File: src/rtl/stopwatch_control_fsm.sv
// Stopwatch control: two raw push-buttons are synchronised, debounced and
// turned into single-cycle press events. Those events drive the run/stop/lap
// sequencer, which controls the counter chain and the SPI display driver.
`timescale 1ns/1ps

// Button front end: 2-FF synchroniser, debounce filter, press-edge detector.
// A button held through reset is ignored until it has been seen released.
module stopwatch_btn_debounce #(
   parameter int DEBOUNCE_CYCLES = 1000000,
   parameter int CNT_W           = 20
) (
   input  logic clk,
   input  logic res,
   input  logic i_btn,
   output logic o_press
);

   localparam logic [CNT_W-1:0] LAST_CNT = CNT_W'(DEBOUNCE_CYCLES - 1);

   logic             r_sync1;
   logic             r_sync2;
   logic             r_stable;
   logic             r_stable_d;
   logic [CNT_W-1:0] r_cnt;
   logic [1:0]       r_settle;
   logic             r_armed;
   logic             r_press;

   // Two-stage synchroniser for the asynchronous button input.
   always_ff @(posedge clk or negedge res) begin
      if (!res) begin
         r_sync1 <= 1'b0;
         r_sync2 <= 1'b0;
      end else begin
         r_sync1 <= i_btn;
         r_sync2 <= r_sync1;
      end
   end

   // Accept a new level only after it has differed from the stable value
   // for DEBOUNCE_CYCLES consecutive cycles; any bounce restarts the count.
   always_ff @(posedge clk or negedge res) begin
      if (!res) begin
         r_stable <= 1'b0;
         r_cnt    <= '0;
      end else if (r_sync2 == r_stable) begin
         r_cnt <= '0;
      end else if (r_cnt == LAST_CNT) begin
         r_stable <= r_sync2;
         r_cnt    <= '0;
      end else begin
         r_cnt <= r_cnt + 1'b1;
      end
   end

   // Arm the press detector once the synchroniser output is valid after
   // reset and shows the button released. This keeps a button held across
   // reset from firing when the stable level catches up with it.
   always_ff @(posedge clk or negedge res) begin
      if (!res) begin
         r_settle <= 2'd0;
         r_armed  <= 1'b0;
      end else if (r_settle != 2'd2) begin
         r_settle <= r_settle + 2'd1;
      end else if (!r_sync2) begin
         r_armed <= 1'b1;
      end
   end

   // One-cycle registered pulse on a stable 0->1 transition; releases are ignored.
   always_ff @(posedge clk or negedge res) begin
      if (!res) begin
         r_stable_d <= 1'b0;
         r_press    <= 1'b0;
      end else begin
         r_stable_d <= r_stable;
         r_press    <= r_stable & ~r_stable_d & r_armed;
      end
   end

   assign o_press = r_press;

endmodule

// Run/stop/lap sequencer.
//   state    | code | cnt/disp | meaning
//   IDLE     | 000  |  0/1     | cleared, waiting for start
//   RUN      | 001  |  1/1     | counting, display live
//   LAP      | 010  |  1/0     | counting, display frozen on lap time
//   LAP_STOP | 011  |  0/0     | stopped while a lap time is displayed
//   STOP     | 100  |  0/1     | stopped, display shows stopped value
module stopwatch_control_fsm #(
   parameter int DEBOUNCE_CYCLES = 1000000,
   parameter int CNT_W           = 20
) (
   input  logic       clk,
   input  logic       res,
   input  logic       start_stop,
   input  logic       lap_time,
   output logic       counter_enable,
   output logic       display_enable,
   output logic       counter_clear,
   output logic [2:0] state
);

   typedef enum logic [2:0] {
      ST_IDLE     = 3'b000,
      ST_RUN      = 3'b001,
      ST_LAP      = 3'b010,
      ST_LAP_STOP = 3'b011,
      ST_STOP     = 3'b100
   } state_t;

   logic   w_start_press;
   logic   w_lap_press;
   state_t r_state;
   logic   r_cnt_en;
   logic   r_disp_en;
   logic   r_clear;

   stopwatch_btn_debounce #(
      .DEBOUNCE_CYCLES (DEBOUNCE_CYCLES),
      .CNT_W           (CNT_W)
   ) u_db_start (
      .clk     (clk),
      .res     (res),
      .i_btn   (start_stop),
      .o_press (w_start_press)
   );

   stopwatch_btn_debounce #(
      .DEBOUNCE_CYCLES (DEBOUNCE_CYCLES),
      .CNT_W           (CNT_W)
   ) u_db_lap (
      .clk     (clk),
      .res     (res),
      .i_btn   (lap_time),
      .o_press (w_lap_press)
   );

   // Sequencer with registered outputs; start wins over a simultaneous lap
   // press, and the dropped lap press is not remembered.
   always_ff @(posedge clk or negedge res) begin
      if (!res) begin
         r_state   <= ST_IDLE;
         r_cnt_en  <= 1'b0;
         r_disp_en <= 1'b1;
         r_clear   <= 1'b0;
      end else begin
         r_clear <= 1'b0;
         case (r_state)
            ST_IDLE: begin
               if (w_start_press) begin
                  r_state   <= ST_RUN;
                  r_cnt_en  <= 1'b1;
                  r_disp_en <= 1'b1;
               end
            end
            ST_RUN: begin
               if (w_start_press) begin
                  r_state   <= ST_STOP;
                  r_cnt_en  <= 1'b0;
                  r_disp_en <= 1'b1;
               end else if (w_lap_press) begin
                  r_state   <= ST_LAP;
                  r_cnt_en  <= 1'b1;
                  r_disp_en <= 1'b0;
               end
            end
            ST_LAP: begin
               if (w_start_press) begin
                  r_state   <= ST_LAP_STOP;
                  r_cnt_en  <= 1'b0;
                  r_disp_en <= 1'b0;
               end else if (w_lap_press) begin
                  r_state   <= ST_RUN;
                  r_cnt_en  <= 1'b1;
                  r_disp_en <= 1'b1;
               end
            end
            ST_LAP_STOP: begin
               if (w_start_press) begin
                  r_state   <= ST_LAP;
                  r_cnt_en  <= 1'b1;
                  r_disp_en <= 1'b0;
               end else if (w_lap_press) begin
                  r_state   <= ST_STOP;
                  r_cnt_en  <= 1'b0;
                  r_disp_en <= 1'b1;
               end
            end
            ST_STOP: begin
               if (w_start_press) begin
                  r_state   <= ST_RUN;
                  r_cnt_en  <= 1'b1;
                  r_disp_en <= 1'b1;
               end else if (w_lap_press) begin
                  // Clear pulse coincides with the first IDLE cycle.
                  r_state   <= ST_IDLE;
                  r_cnt_en  <= 1'b0;
                  r_disp_en <= 1'b1;
                  r_clear   <= 1'b1;
               end
            end
            default: begin
               r_state   <= ST_IDLE;
               r_cnt_en  <= 1'b0;
               r_disp_en <= 1'b1;
            end
         endcase
      end
   end

   assign state          = r_state;
   assign counter_enable = r_cnt_en;
   assign display_enable = r_disp_en;
   assign counter_clear  = r_clear;

endmodule

File: config.mk
export PLATFORM = sky130hd
export DESIGN_NAME = stopwatch_control_fsm
export DESIGN_NICKNAME = d
export VERILOG_FILES = /design/src/rtl/stopwatch_control_fsm.sv
export SDC_FILE = /design/constraint.sdc
export NUM_CORES = 1
export LEC_CHECK = 0
export ABC_AREA = 1
export CORE_MARGIN = 2
export CORE_UTILIZATION = 50
export DETAILED_ROUTE_END_ITERATION = 12
export PLACE_DENSITY = 0.67
export SLEW_MARGIN = 20
export SYNTH_ARGS = -nofsm -noshare
export SYNTH_HDL_FRONTEND = slang
export SYNTH_SLANG_ARGS = --single-unit
File: constraint.sdc
create_clock -name clk -period 3.2 [get_ports clk]
set_input_delay 0.32 -clock clk [delete_from_list [all_inputs] [get_ports clk]]
set_output_delay 0.32 -clock clk [all_outputs]
set_load 0.02 [all_outputs]
Word-level counts from Yosys, hierarchy flattened
Index checks and enable logic that the tools add are counted.
{ "classes": {"n_addsub": 4, "n_eq_ne": 17, "muxes": 27, "n_bitwise": 12, "n_reduce_logical": 11} }
{ "ops": {"columns": ["op", "count"], "rows": [
  ["2-to-1 mux 20 bit", 4],
  ["adder 20 x 1 -> 20 bit, second input constant", 2],
  ["equality test 20 bit, second input constant", 2],
  ["2-to-1 mux 3 bit", 9],
  ["inequality test 3 x 1 -> 1 bit, second input constant", 6],
  ["case mux 3 bit (5 select lines)", 1],
  ["2-to-1 mux 1 bit", 11],
  ["AND reduction 2 bit", 5],
  ["NOT 1 bit", 8],
  ["equality test 3 x 2 -> 1 bit, second input constant", 2],
  ["OR reduction 2 bit", 3],
  ["AND reduction 5 bit", 1],
  ["adder 2 x 1 -> 2 bit, second input constant", 2],
  ["AND 1 bit", 4],
  ["inequality test 2 bit, second input constant", 2],
  ["case mux 1 bit (4 select lines)", 1],
  ["equality test 3 x 1 -> 1 bit, second input constant", 1],
  ["equality test 3 bit, second input constant", 1],
  ["zero test 3 bit", 1],
  ["case mux 1 bit (3 select lines)", 1],
  ["AND reduction 3 bit", 1],
  ["equality test 1 bit", 2],
  ["inequality test 2 x 1 -> 1 bit, second input constant", 1]
]} }
{ "totals": {"regBits": 62, "inputBits": 4, "out_inout_bits": 6, "word_cells": 91} }

Longest topological paths before layout
{ "depth": {"ltp_word": 4, "ltp_mapped": 9} }

By module
From an unflattened synthesis, not the netlist that was laid out.
{ "hier_totals": {"hier_cells": 397, "hier_area_um2": 3409.5} }
{ "modules_own_cells": {"columns": ["module", "instances", "cells_each", "area_each_um2", "seq_area_each_um2"], "rows": [
  ["stopwatch_btn_debounce", 2, 168, 1490.2, 700.7],
  ["stopwatch_control_fsm", 1, 61, 429.2, 151.4]
]} }

Worst setup path after synthesis
OpenSTA, ideal clock, no wires.
{ "synth_path": {"path_type": "register to register", "startpoint": "register u_db_lap.r_cnt[0]", "endpoint": "register u_db_lap.r_cnt[15]", "setup_time_ns": 0.118, "arrival_ns": 1.237, "slack_ns": 1.845, "stages_incl_launch_ff": 9, "path_buffers": 0, "path_cell_list": "dfrtp_1 -> ha_1 -> inv_1 -> nor3_4 -> nand3_2 -> nand2_4 -> inv_4 -> nand2_1 -> nor2_2"} }
{ "synth_via": {"elab_chain_cells": 3, "word_cells_on_any_way": 4} }
{ "synth_lines": {"columns": ["element", "line_no", "text"], "rows": [
  ["start, declared", "24", "logic [CNT_W-1:0] r_cnt;"],
  ["start signal, assigned", "52", "r_cnt <= r_cnt + 1'b1;"],
  ["adder 20 x 1 -> 20 bit / equality test 20 bit (equally long branches)", "52, 48", null],
  ["2-to-1 mux 20 bit *", "48", "end else if (r_cnt == LAST_CNT) begin"],
  ["2-to-1 mux 20 bit *", "46", "end else if (r_sync2 == r_stable) begin"]
]} }
Mark *: on every way between the ends. The rest lies on a longest branch, timed or not.
A chain may end at the register's enable or synchronous reset.

Worst setup path after layout
{ "layout_path": {"startpoint": "register r_disp_en, in the netlist display_enable", "endpoint": "output display_enable"} }
{ "layout_rtl": {"columns": ["element", "line_no", "text"], "rows": [
  ["start, declared", "118", "logic r_disp_en;"],
  ["start signal, assigned", "147", "r_disp_en <= 1'b1;"],
  ["start signal, assigned", "156", "r_disp_en <= 1'b1;"],
  ["start signal, assigned", "163", "r_disp_en <= 1'b1;"],
  ["end, declared", "101", "output logic display_enable,"]
]} }
No word-level cell between the ends.

==> impl_metrics.py <==
metrics = {
    "clocking": {
        "cts_buffers": 9,
        "ctsHoldBuffers": 0,
        "cts_tree": "yes",
        "post_cts_buffers": 0,
        "clk-insertion-delay-late_ns": 0.34,
        "clock_sinks": 62,
        "htreeDepth": 3,
        "cts.path.max_buffers": 2,
        "cts_resized": 0,
        "clkTransAtPathRegs_ns": 0.07,
        "cts_root_buffer": "clkbuf_8",
    },
    "worst_setup_path": {
        "crit_required_ns": 2.88,
        "reg2reg_to": "u_db_start.r_cnt[5]$_DFF_PN0_",
        "cp_cell_sequence": "clkdlybuf4s50_1",
        "critPathMaxStageDelay_ns": 0.59,
        "rrSetupSlack_ns": 1.68,
        "cp.depth": 1,
        "regToRegStartpoint": "u_db_start.r_cnt[0]$_DFF_PN0_",
        "cp.arrival_ns": 1.48,
        "crit_buf_inv": 1,
        "reg2regPathDepth": 8,
        "cp-end-kind": "output pin",
        "cp_top_family": "buffers and inverters",
        "endpoint": "display_enable",
        "cp-startpoint": "display_enable$_DFFE_PN1P_",
        "cp-start-kind": "register",
        "worstSetupPathType": "register to output pin",
        "crit_fanout": 3,
        "crit_slowest_cell": "clkdlybuf4s50_1",
    },
    "drt": {
        "wl_per_cell_um": 12.26,
        "post-route-drc-count": 0,
        "viasPerCell": 5.053,
        "ant_nets": 0,
        "drt-pass1-iter-count": 5,
        "num_vias": 2496,
        "drt_wl_total_um": 6057,
        "drt_iter0_drc": 148,
    },
    "grt": {
        "grt_pass1_wl_um": 10700,
        "grt_overflow": 0,
        "grt_start_max_net_pins": 33,
        "antenna_found_initial": 0,
        "grt_use_total_pct": 19.05,
        "grt_pass1_vias": 2392,
    },
    "yosys": {
        "syn-instance-count": 391,
        "synth_seq_cells": 62,
        "synth_area_sq_mm": 0.003168,
        "synth_compound_area_share_pct": 5.450,
        "synth_top_family_by_area": "simple AND/OR/NAND/NOR gates",
        "ys_types": 33,
        "synthMuxAreaShare_pct": 0,
        "synth_top_cell_by_area": "dfrtp_1",
        "ys_warn_count": 0,
        "synth_adder_area_share_pct": 1.580,
        "ys_seq_area_share_pct": 49.01,
        "yosys.area_share.xor_xnor_pct": 5.727,
        "synthesis.nets": 399,
        "synth.top_cell.area_share_pct": 48.18,
        "yosys-top-cells-area": "dfrtp_1, nor2_1, nand2_1",
        "synthSimpleGateAreaFrac_pct": 32.35,
        "avgSynthCellArea_sq_um": 8.102,
    },
    "timing": {
        "period_share_pct": 56.13,
        "rsz0062_at_grt": "false",
        "slew-limit-headroom_pct": 53.11,
        "fin_ws_ns": 1.404,
        "setup_tns_ns": 0,
        "fin_crit_ns": 1.796,
        "setup_viol": 0,
        "skew_ns": 0.01067,
        "max_freq_mhz": 556.8,
        "slew_viol_final": 0,
        "hold_viol": 0,
        "timing.hold.ws_ns": 0.02311,
        "tightest_slew_ns": 0.7034,
    },
    "place": {
        "dpl_cell_area_sq_mm": 0.003357,
        "place_ws_ns": 1.687,
        "numPortBuffers": 9,
        "dp_hpwl_um": 4368,
        "dp.cells": 478,
        "gp_congestion": 0.9234,
    },
    "die": {
        "die_w_um": 83.60,
        "die-area_sq_mm": 0.006989,
        "core_sq_mm": 0.006241,
        "start_util_pct": 50.76,
        "die_y_um": 83.60,
        "num_io_pins": 10,
        "rows": 29,
    },
    "layout": {
        "nFillCells": 588,
        "final_nets": 420,
        "final_common_cell": "nor2_1",
        "drive_gt1_share_pct": 11.51,
        "syn2layout_area_growth_pct": 12.44,
        "n_antenna_cell": 0,
        "fin_cells": 494,
        "post-route-util_pct": 57.08,
        "fin_area_sq_mm": 0.003562,
        "final_cell_mix": "nor2_1, nand2_1, dfrtp_1",
    },
    "run": {
        "max_cap_violations": 0,
    },
    "pwr": {
        "powerDensity_mw_per_mm2": 431.5,
        "design_power_total_mw": 1.537,
        "ir_worst_vdd_uv": 300.7,
        "leakagePower_nw": 1.566,
    },
    "status": {
        "status": "completed",
    },
    "min_path": {
        "hold_path.class": "input pin to asynchronous set/reset pin",
    },
}
==> layout make-up <==
| class | count | area, sq um | share of cell area, % |
|---|---|---|---|
| clock inverter | 2 | 12.51 | 0.3512 |
| sequential | 62 | 1553 | 43.59 |
| clock buffer | 14 | 192.7 | 5.409 |
| tap | 77 | 96.34 | 2.705 |
| multi-input combinational | 280 | 1429 | 40.11 |
| inverter | 49 | 186.4 | 5.234 |
| timing repair buffer | 10 | 92.59 | 2.599 |
==> metal layers <==
layer / GRT usage, % / vias to the layer above / routed length, um
li1: - / 1281 / -
met1: 26.58 / 1155 / 2956
met2: 28.80 / 53 / 2753
met3: 3.363 / 7 / 253
met4: 9.238 / 0 / 93
met5: 0 / - / 0
==> flip-flops by register name, indices dropped and copies added (netlist names) <==
name                   flops
counter_enable             1
display_enable             1
u_db_lap.r_sync2           1
u_db_start.o_press         1
u_db_start.r_stable        1
u_db_lap.r_cnt            20
u_db_lap.r_stable_d        1
u_db_start.r_stable_d      1
u_db_lap.r_sync1           1
u_db_lap.r_settle          2
state                      3
u_db_start.r_armed         1
u_db_lap.r_armed           1
u_db_start.r_sync1         1
counter_clear              1
u_db_start.r_sync2         1
u_db_lap.r_stable          1
u_db_lap.o_press           1
u_db_start.r_settle        2
u_db_start.r_cnt          20
==> logic make-up (layout without fill, tap and decap cells) <==
logic type / Yosys count / count (layout)
buffers and inverters: 49 / 75
and+or+nand+nor: 226 / 226
adders and majority gates: 4 / 4
DFF: 62 / 62
AOI/OAI and AO/OA: 31 / 31
xor gates and xnor gates: 19 / 19
==> worst min path at each step <==
| stage | start | endpoint | slack (ns) | depth (start not counted) |
|---|---|---|---|---|
| 6_report | res | u_db_start.r_cnt[14]$_DFF_PN0_ | 0.02 | 1 |
| 5_1_grt | res | state[0]$_DFFE_PN0P_ | 0.08 | 1 |
| 4_1_cts | res | state[1]$_DFFE_PN0P_ | 0.05 | 1 |
| 3_5_place_dp | u_db_lap.r_sync1$_DFF_PN0_ | u_db_lap.r_sync2$_DFF_PN0_ | 0.33 | 0 |
| 3_3_place_gp | u_db_lap.r_sync1$_DFF_PN0_ | u_db_lap.r_sync2$_DFF_PN0_ | 0.33 | 0 |
| 2_1_floorplan | res | counter_clear$_DFF_PN0_ | 0.02 | 0 |
==> synthesized netlist by cell type <==
library cell and number:
inv_2 2, o22ai_1 1, xor2_2 2, o21ai_1 3
inv_1 46, ha_1 4, nand2_1 79, nand3b_1 1
o21bai_1 1, nand3_2 7, a21boi_0 1, o21ai_0 8
inv_4 1, xnor2_1 8, nor3_4 1, xor2_1 9
nor2_4 2, nor3_2 1, nand2_2 5, nor2_2 6
nand2_4 1, nor2_1 82, a21o_1 2, nor3_1 9
dfrtp_1 61, or2_2 1, a21oi_1 12, a31oi_1 1
o31ai_1 1, a211oi_1 1, dfstp_2 1, nand3_1 25
nand4_1 6
==> report_power, final <==
group          internal [mW]  switching, mW  total (mW)
Sequential             0.792        0.00680       0.799
Clock                  0.386          0.305       0.691
Combinational         0.0134         0.0334      0.0468
Note: power is estimated with default switching activity, not from simulation.
